===== config.mk =====
export PLATFORM = sky130hd
export DESIGN_NAME = nor_sub_pipe
export DESIGN_NICKNAME = d
export VERILOG_FILES = /design/src/rtl/nor_sub_pipe.sv
export SDC_FILE = /design/constraint.sdc
export NUM_CORES = 1
export LEC_CHECK = 0
export CAP_MARGIN = 20
export CORE_MARGIN = 1.5
export CORE_UTILIZATION = 40
export DETAILED_ROUTE_END_ITERATION = 6
export GPL_ROUTABILITY_DRIVEN = 0
export PLACE_DENSITY = 0.78
export SYNTH_ARGS = -nofsm -noshare
export SYNTH_HDL_FRONTEND = slang
export SYNTH_SLANG_ARGS = --single-unit

===== constraint.sdc =====
create_clock -name clk -period 4.8 [get_ports clk]
set_input_delay 0.72 -clock clk [delete_from_list [all_inputs] [get_ports clk]]
set_output_delay 0.72 -clock clk [all_outputs]
set_load 0.02 [all_outputs]

===== src/rtl/nor_sub_pipe.sv =====
// Normalise/subnormal pipeline register with valid/ready handshake, 2-entry skid, flush, occupancy and stall counter.
// Optional flush-to-zero on capture is enabled by defining NOR_SUB_FTZ_EN.
module nor_sub_pipe #(
    parameter int MANT_W  = 11,
    parameter int EXP_W   = 7,
    parameter int STALL_W = 8
) (
    input  logic               clk,
    input  logic               rst,
    input  logic               flush,
    input  logic               in_valid,
    output logic               in_ready,
    input  logic               sign_in,
    input  logic [MANT_W-1:0]  norm_sum_in,
    input  logic [EXP_W-1:0]   exp_final_in,
    output logic               out_valid,
    input  logic               out_ready,
    output logic               sign_out,
    output logic [MANT_W-1:0]  norm_sum_out,
    output logic [EXP_W-1:0]   exp_final_out,
    output logic [1:0]         occupancy,
    output logic [STALL_W-1:0] stall_cnt
);

    typedef struct packed {
        logic              sign;
        logic [MANT_W-1:0] mant;
        logic [EXP_W-1:0]  expo;
    } word_t;

    // Encoding doubles as the occupancy count.
    typedef enum logic [1:0] {
        EMPTY = 2'd0,
        BUSY  = 2'd1,
        FULL  = 2'd2
    } state_e;

    localparam logic [STALL_W-1:0] STALL_MAX = '1;
    localparam logic [STALL_W-1:0] STALL_ONE = {{(STALL_W-1){1'b0}}, 1'b1};

    state_e             state_q, state_d;
    word_t              main_q, main_d;
    word_t              skid_q, skid_d;
    word_t              in_word, cap_word;
    logic [STALL_W-1:0] stall_q, stall_d;
    logic               in_fire, out_fire;

    assign in_ready  = ~state_q[1];
    assign out_valid = state_q[1] | state_q[0];
    assign in_fire   = in_valid & in_ready;
    assign out_fire  = out_valid & out_ready;

    assign in_word = '{sign: sign_in, mant: norm_sum_in, expo: exp_final_in};

    always_comb begin
        cap_word = in_word;
`ifdef NOR_SUB_FTZ_EN
        if (in_word.expo == '0) begin
            cap_word.mant = '0;
        end
`endif
    end

    // NOTE: every always_comb output gets a default first so no path leaves it unassigned (no latch).
    always_comb begin
        state_d = state_q;
        main_d  = main_q;
        skid_d  = skid_q;
        stall_d = stall_q;

        unique case (state_q)
            EMPTY: begin
                if (in_fire) begin
                    main_d  = cap_word;
                    state_d = BUSY;
                end
            end
            BUSY: begin
                if (in_fire && out_fire) begin
                    main_d = cap_word;
                end else if (in_fire) begin
                    skid_d  = cap_word;
                    state_d = FULL;
                end else if (out_fire) begin
                    state_d = EMPTY;
                end
            end
            FULL: begin
                // Skid entry was filtered at capture; moving it is a plain copy.
                if (out_fire) begin
                    main_d  = skid_q;
                    state_d = BUSY;
                end
            end
            default: state_d = EMPTY;
        endcase

        if (out_valid && !out_ready && (stall_q != STALL_MAX)) begin
            stall_d = stall_q + STALL_ONE;
        end

        // Flush wins over any simultaneous transfer; data words are left as don't-care.
        if (flush) begin
            state_d = EMPTY;
            main_d  = main_q;
            skid_d  = skid_q;
            stall_d = '0;
        end
    end

    // NOTE: data registers are reset too, so outputs read as zero right after reset.
    // NOTE: sequential state uses non-blocking assignments only.
    always_ff @(posedge clk or negedge rst) begin
        if (!rst) begin
            state_q <= EMPTY;
            main_q  <= '0;
            skid_q  <= '0;
            stall_q <= '0;
        end else begin
            state_q <= state_d;
            main_q  <= main_d;
            skid_q  <= skid_d;
            stall_q <= stall_d;
        end
    end

    assign sign_out      = main_q.sign;
    assign norm_sum_out  = main_q.mant;
    assign exp_final_out = main_q.expo;
    assign occupancy     = state_q;
    assign stall_cnt     = stall_q;

    a_legal_state : assert property (@(posedge clk) disable iff (!rst)
        state_q inside {EMPTY, BUSY, FULL});

    a_hold_when_stalled : assert property (@(posedge clk) disable iff (!rst)
        (out_valid && !out_ready && !flush) |=> $stable(main_q));

endmodule


# Word-level counts from Yosys, hierarchy flattened
# Index checks and enable logic that the tools add are counted.
[totals] ff_bits=48 out_inout_bits=31
[classes] reduce_logical=10 mux=13 bitwise_logic=6 n_addsub=1 eq_ne=10
[op_table] op="two-way mux 19 bit" n=3
[op_table] op="one-hot mux 19 bit (3 select lines)" n=1
[op_table] op="two-way mux 8 bit" n=2
[op_table] op="two-way mux 2 bit" n=6
[op_table] op="inequality test 3 bit, second input constant" n=3
[op_table] op="adder 8 x 1 -> 8 bit, second input constant" n=1
[op_table] op="inequality test 8 bit, second input constant" n=1
[op_table] op="AND reduction 4 bit" n=2
[op_table] op="inequality test 2 bit, second input constant" n=3
[op_table] op="one-hot mux 2 bit (3 select lines)" n=1
[op_table] op="AND reduction 5 bit" n=1
[op_table] op="inequality test 4 bit, second input constant" n=1
[op_table] op="logical AND 1 bit" n=3
[op_table] op="NOT 1 bit" n=3
[op_table] op="nonzero test 3 bit" n=1
[op_table] op="bitwise AND 1 bit" n=2
[op_table] op="equality test 2 x 1 -> 1 bit, second input constant" n=1
[op_table] op="equality test 2 bit, second input constant" n=1
[op_table] op="logical NOT 2 bit" n=1
[op_table] op="nonzero test 2 bit" n=1
[op_table] op="logical NOT 1 bit" n=1
[op_table] op="bitwise OR 1 bit" n=1

# Logic depth before layout (Yosys ltp)
[depth] word_depth=7 mapped_depth=5

# Worst setup path after synthesis
# OpenSTA, ideal clock, no wires.
[synth_timing] path_type="input -> register" start="in in_valid" end="reg main_q (netlist bit exp_final_out[0])" t_arrival_ns=1.746 setup_slack_ns=2.928 cell_stages=5 required_time_ns=4.675 setup_time_ns=0.125 cell_sequence="nor2b_2 > nand2_2 > a21oi_4 > buf_12 > mux2_4"
[synth_between] elab_chain_cells=4 word_cells_on_any_way=5
[synth_lines] item="from (decl)" line_no="11" text="input logic in_valid,"
[synth_lines] item="bitwise AND 1 bit (*)" line_no="50" text="assign in_fire = in_valid & in_ready;"
[synth_lines] item="logical AND 1 bit" line_no="79" text="if (in_fire && out_fire) begin"
[synth_lines] item="inequality test 2 bit (no source line)"
[synth_lines] item="AND reduction 5 bit (no source line) (*)"
[synth_lines] item="to (signal assigned)" line_no="121" text="main_q <= main_d;"
[synth_lines] item="to (decl)" line_no="42" text="word_t main_q, main_d;"
# Every way passes the cells marked *; elsewhere a longest branch is shown, timed or not.
# A chain may end at the register's enable or synchronous reset.

# Worst setup path after layout
[layout_timing] start="in flush" end="reg skid_q[16] in the netlist's numbering"
[layout_between] elab_chain_cells=2
[layout_lines] item="from (decl)" line_no="10" text="input logic flush,"
[layout_lines] item="NOT 1 bit (no source line)"
[layout_lines] item="AND reduction 4 bit (no source line)"
[layout_lines] item="to (signal assigned)" line_no="122" text="skid_q <= skid_d;"
[layout_lines] item="to (decl)" line_no="43" text="word_t skid_q, skid_d;"
# No other way between the ends.

==> metrics.md <==
| Metric | Value |
|---|---|
| Leading cell type in the layout, fill and taps excluded | clkdlybuf4s50_1 |
| Reg-to-reg endpoint | exp_final_out[4] |
| Crit path max-delay cell type | nor3b_2 |
| Class of the worst hold path | in2async |
| Max clock buf depth | 2 |
| Worst Tran Pin Value | 1.02 ns |
| # rows | 27 |
| Psw | 278 uW |
| CP Capture Type | flip-flop |
| Slew HR | 32.1% |
| Initial antenna violation count | 0 |
| TritonRoute pass-1 iters | 4 |
| Main synth FF type | dfrtp_1 |
| Avg Synthesized Cell Area | 14.0 um2 |
| Grt ovf | 0 |
| Clk slew on worst S/H paths | 0.08 ns |
| DP Wirelength | 2800 um |
| Syn Nets | 187 |
| Final worst path period need | 2.65 ns |
| Total Power | 1.13 mW |
| Num CTS Buffers | 5 |
| Sequential fraction of the synthesis area | 53.1% |
| Post-synthesis register bit count | 48 |
| Arr. time, crit path | 2.83 ns |
| # IOs | 55 |
| Largest net degree at the start of global routing | 49 |
| DIE AREA | 6120 um2 |
| Setup repair bufs after CTS | 0 |
| Antenna Cells | 0 |
| Worst Setup SP | flush |
| Met1 usage | 18.7% |
| DIE WIDTH | 78.2 um |
| Comb pwr share | 24.0% |
| Synth warn | 0 |
| Crit Path Max Fanout | 12 |
| Synth Instances | 162 |
| CTS tree | yes |
| Status | finished clean |
| Yosys cell types | 36 |
| Pwr Density | 376 nW/um2 |
| Clock power frac | 29.5% |
| Clk Latency, worst-skew pair | 0.29 ns |
| Final WL | 4120 um |
| Root buffer cell | clkbuf_8 |
| GRT Total Usage | 14.2% |
| Layer carrying the most global-route usage | met2 |
| Crit path cell chain | clkdlybuf4s50_1 -> nor3b_2 -> buf_4 -> mux2_2 |
| Drt drc | 0 |
| Hold buffer count at cts | 0 |
| Fraction of registers with async set/reset | 100% |
| Clk sinks | 48 |
| Worst Path Required | 4.98 ns |
| Slew Limit Fails | 0 |
| LEAKAGE | 1.26 nW |
| Max_cap viols | 0 |
| Most frequent cells in the layout | 53 x clkdlybuf4s50_1, 48 x dfrtp_1, 47 x mux2_2 |
| First-pass GRT wire length | 6780 um |
| CP Launch Type | input port |
| Final Util | 54.9% |
| Non-Filler Instances | 291 |
| Core Footprint | 5470 um2 |
| Fillers | 481 |
| Final Hold Fails | 0 |
| Starting DRT DRC Count | 41 |
| Via/cell ratio | 4.93 |
| Area Growth Syn to Fin | 32.9% |
| Finish-stage setup viols | 0 |
| RR Startpoint | occupancy[1] |
| Number of synthesized flops with an enable pin | 0 |
| Vias in the first global route | 1420 |
| Hold WS | 0.427 ns |
| GR Layer Usage met2 | 23.0% |
| Final net count | 244 |
| Total number of vias | 1434 |
| GR Layer Usage met3 | 3.84% |
| H-tree depth | 2 |
| Internal | 852 uW |
| Placed Instances | 283 |
| Reg-to-reg setup timing slack | 2.59 ns |
| I/O Buffers | 54 |
| Dpl ws | 1.81 ns |
| PostCTS Resize Cnt | 0 |
| Post-synthesis instance area | 2260 um2 |
| RSZ-0062 raised after global routing | false |
| Post-Place Cell Area | 2850 um2 |
| Setup Crit Path Kind | in2reg |
| Switching share of power | 24.6% |
| Flop pwr share | 46.5% |
| R2R depth | 4 |
| Initial core utilization | 41.3% |
| Setup TNS | 0 ns |
| Critical Path Max Stage Delay | 0.77 ns |
| Final clock period utilization by the worst path | 55.2% |
| Worst VDD drop | 0.000219 V |
| Worst setup endpoint | skid_q[16] |
| Setup ws final | 2.15 ns |
| Skew final | 0.00657 ns |
| Final ANT Viol Nets | 0 |
| Ratio of cells with drive above 1 in the final layout | 34.2% |
| Maximum clock rate | 377 MHz |
| Die height | 78.2 um |
| Drt wl/cell | 14.2 um |
| Final instance area | 3010 um2 |
==> state kept, by name (all words and copies together), names as in the netlist <==
signal         count
stall_cnt          8
sign_out           1
exp_final_out      7
norm_sum_out      11
skid_q            19
occupancy          2
==> synth_stat cells (all sizes together) (2+ instances only) <==
cell,n,area share [%]
mux2,57,30
dfrtp,48,53
nor2,8,1.3
a21oi,7,2.0
buf,5,2.2
nand2,4,0.77
and3,3,0.83
o21ai,3,0.66
mux2i,2,0.88
nand2b,2,0.66
nand3b,2,0.66
nand4,2,0.55
nor2b,2,0.66
nor3,2,0.44
xor2,2,0.77
==> logic make-up after synthesis <==
kind of cell | after synthesis | share of synthesized area, %
muxes | 59 | 30.9
DFF | 48 | 53.1
AOI/OAI and AO/OA | 14 | 4.31
xor gates and xnor gates | 2 | 0.774
and+or+nand+nor | 31 | 7.85
buffers and inverters | 7 | 2.49
adders and majority gates | 1 | 0.553
==> layout make-up <==
type	count	area, um2	share of cell area [%]
timing repair buffer	56	571	19.0
clock buffer	5	68.8	2.29
inverter	1	3.75	0.125
clock inverter	2	60.1	2.00
sequential	48	1200	40.0
multi-input combinational	107	1010	33.7
tap	72	90.1	3.00
==> routing by layer <==
| layer | vias up | part of all wire, % |
|---|---|---|
| met5 | - | 0 |
| met3 | 2 | 5.4 |
| met4 | 0 | 0.36 |
| li1 | 695 | - |
| met2 | 40 | 46 |
| met1 | 697 | 48 |
==> power by group through the flow <==
stage | combinational, mW | clock, mW | sequential (mW)
after floorplan | 0.115 | 0 | 0.568
after global placement | 0.267 | 0 | 0.531
after detailed placement | 0.272 | 0 | 0.533
after CTS | 0.273 | 0.345 | 0.526
after global routing | 0.289 | 0.356 | 0.536
final | 0.271 | 0.333 | 0.525
==> worst min path at each step <==
stage / slack, ns / endpoint
2_1_floorplan: 0.42 / exp_final_out[0]
3_3_place_gp: 0.48 / skid_q[4]
3_5_place_dp: 0.49 / skid_q[8]
4_1_cts: 0.51 / skid_q[3]
5_1_grt: 0.46 / norm_sum_out[1]
6_report: 0.43 / stall_cnt[5]
==> critical path: cells and delay by family <==
family                 cells  cell delay [ns]
and+or+nand+nor            1             0.77
muxes                      1             0.35
buffers and inverters      2             0.98
No activity file was read; power rests on OpenSTA's default activity.
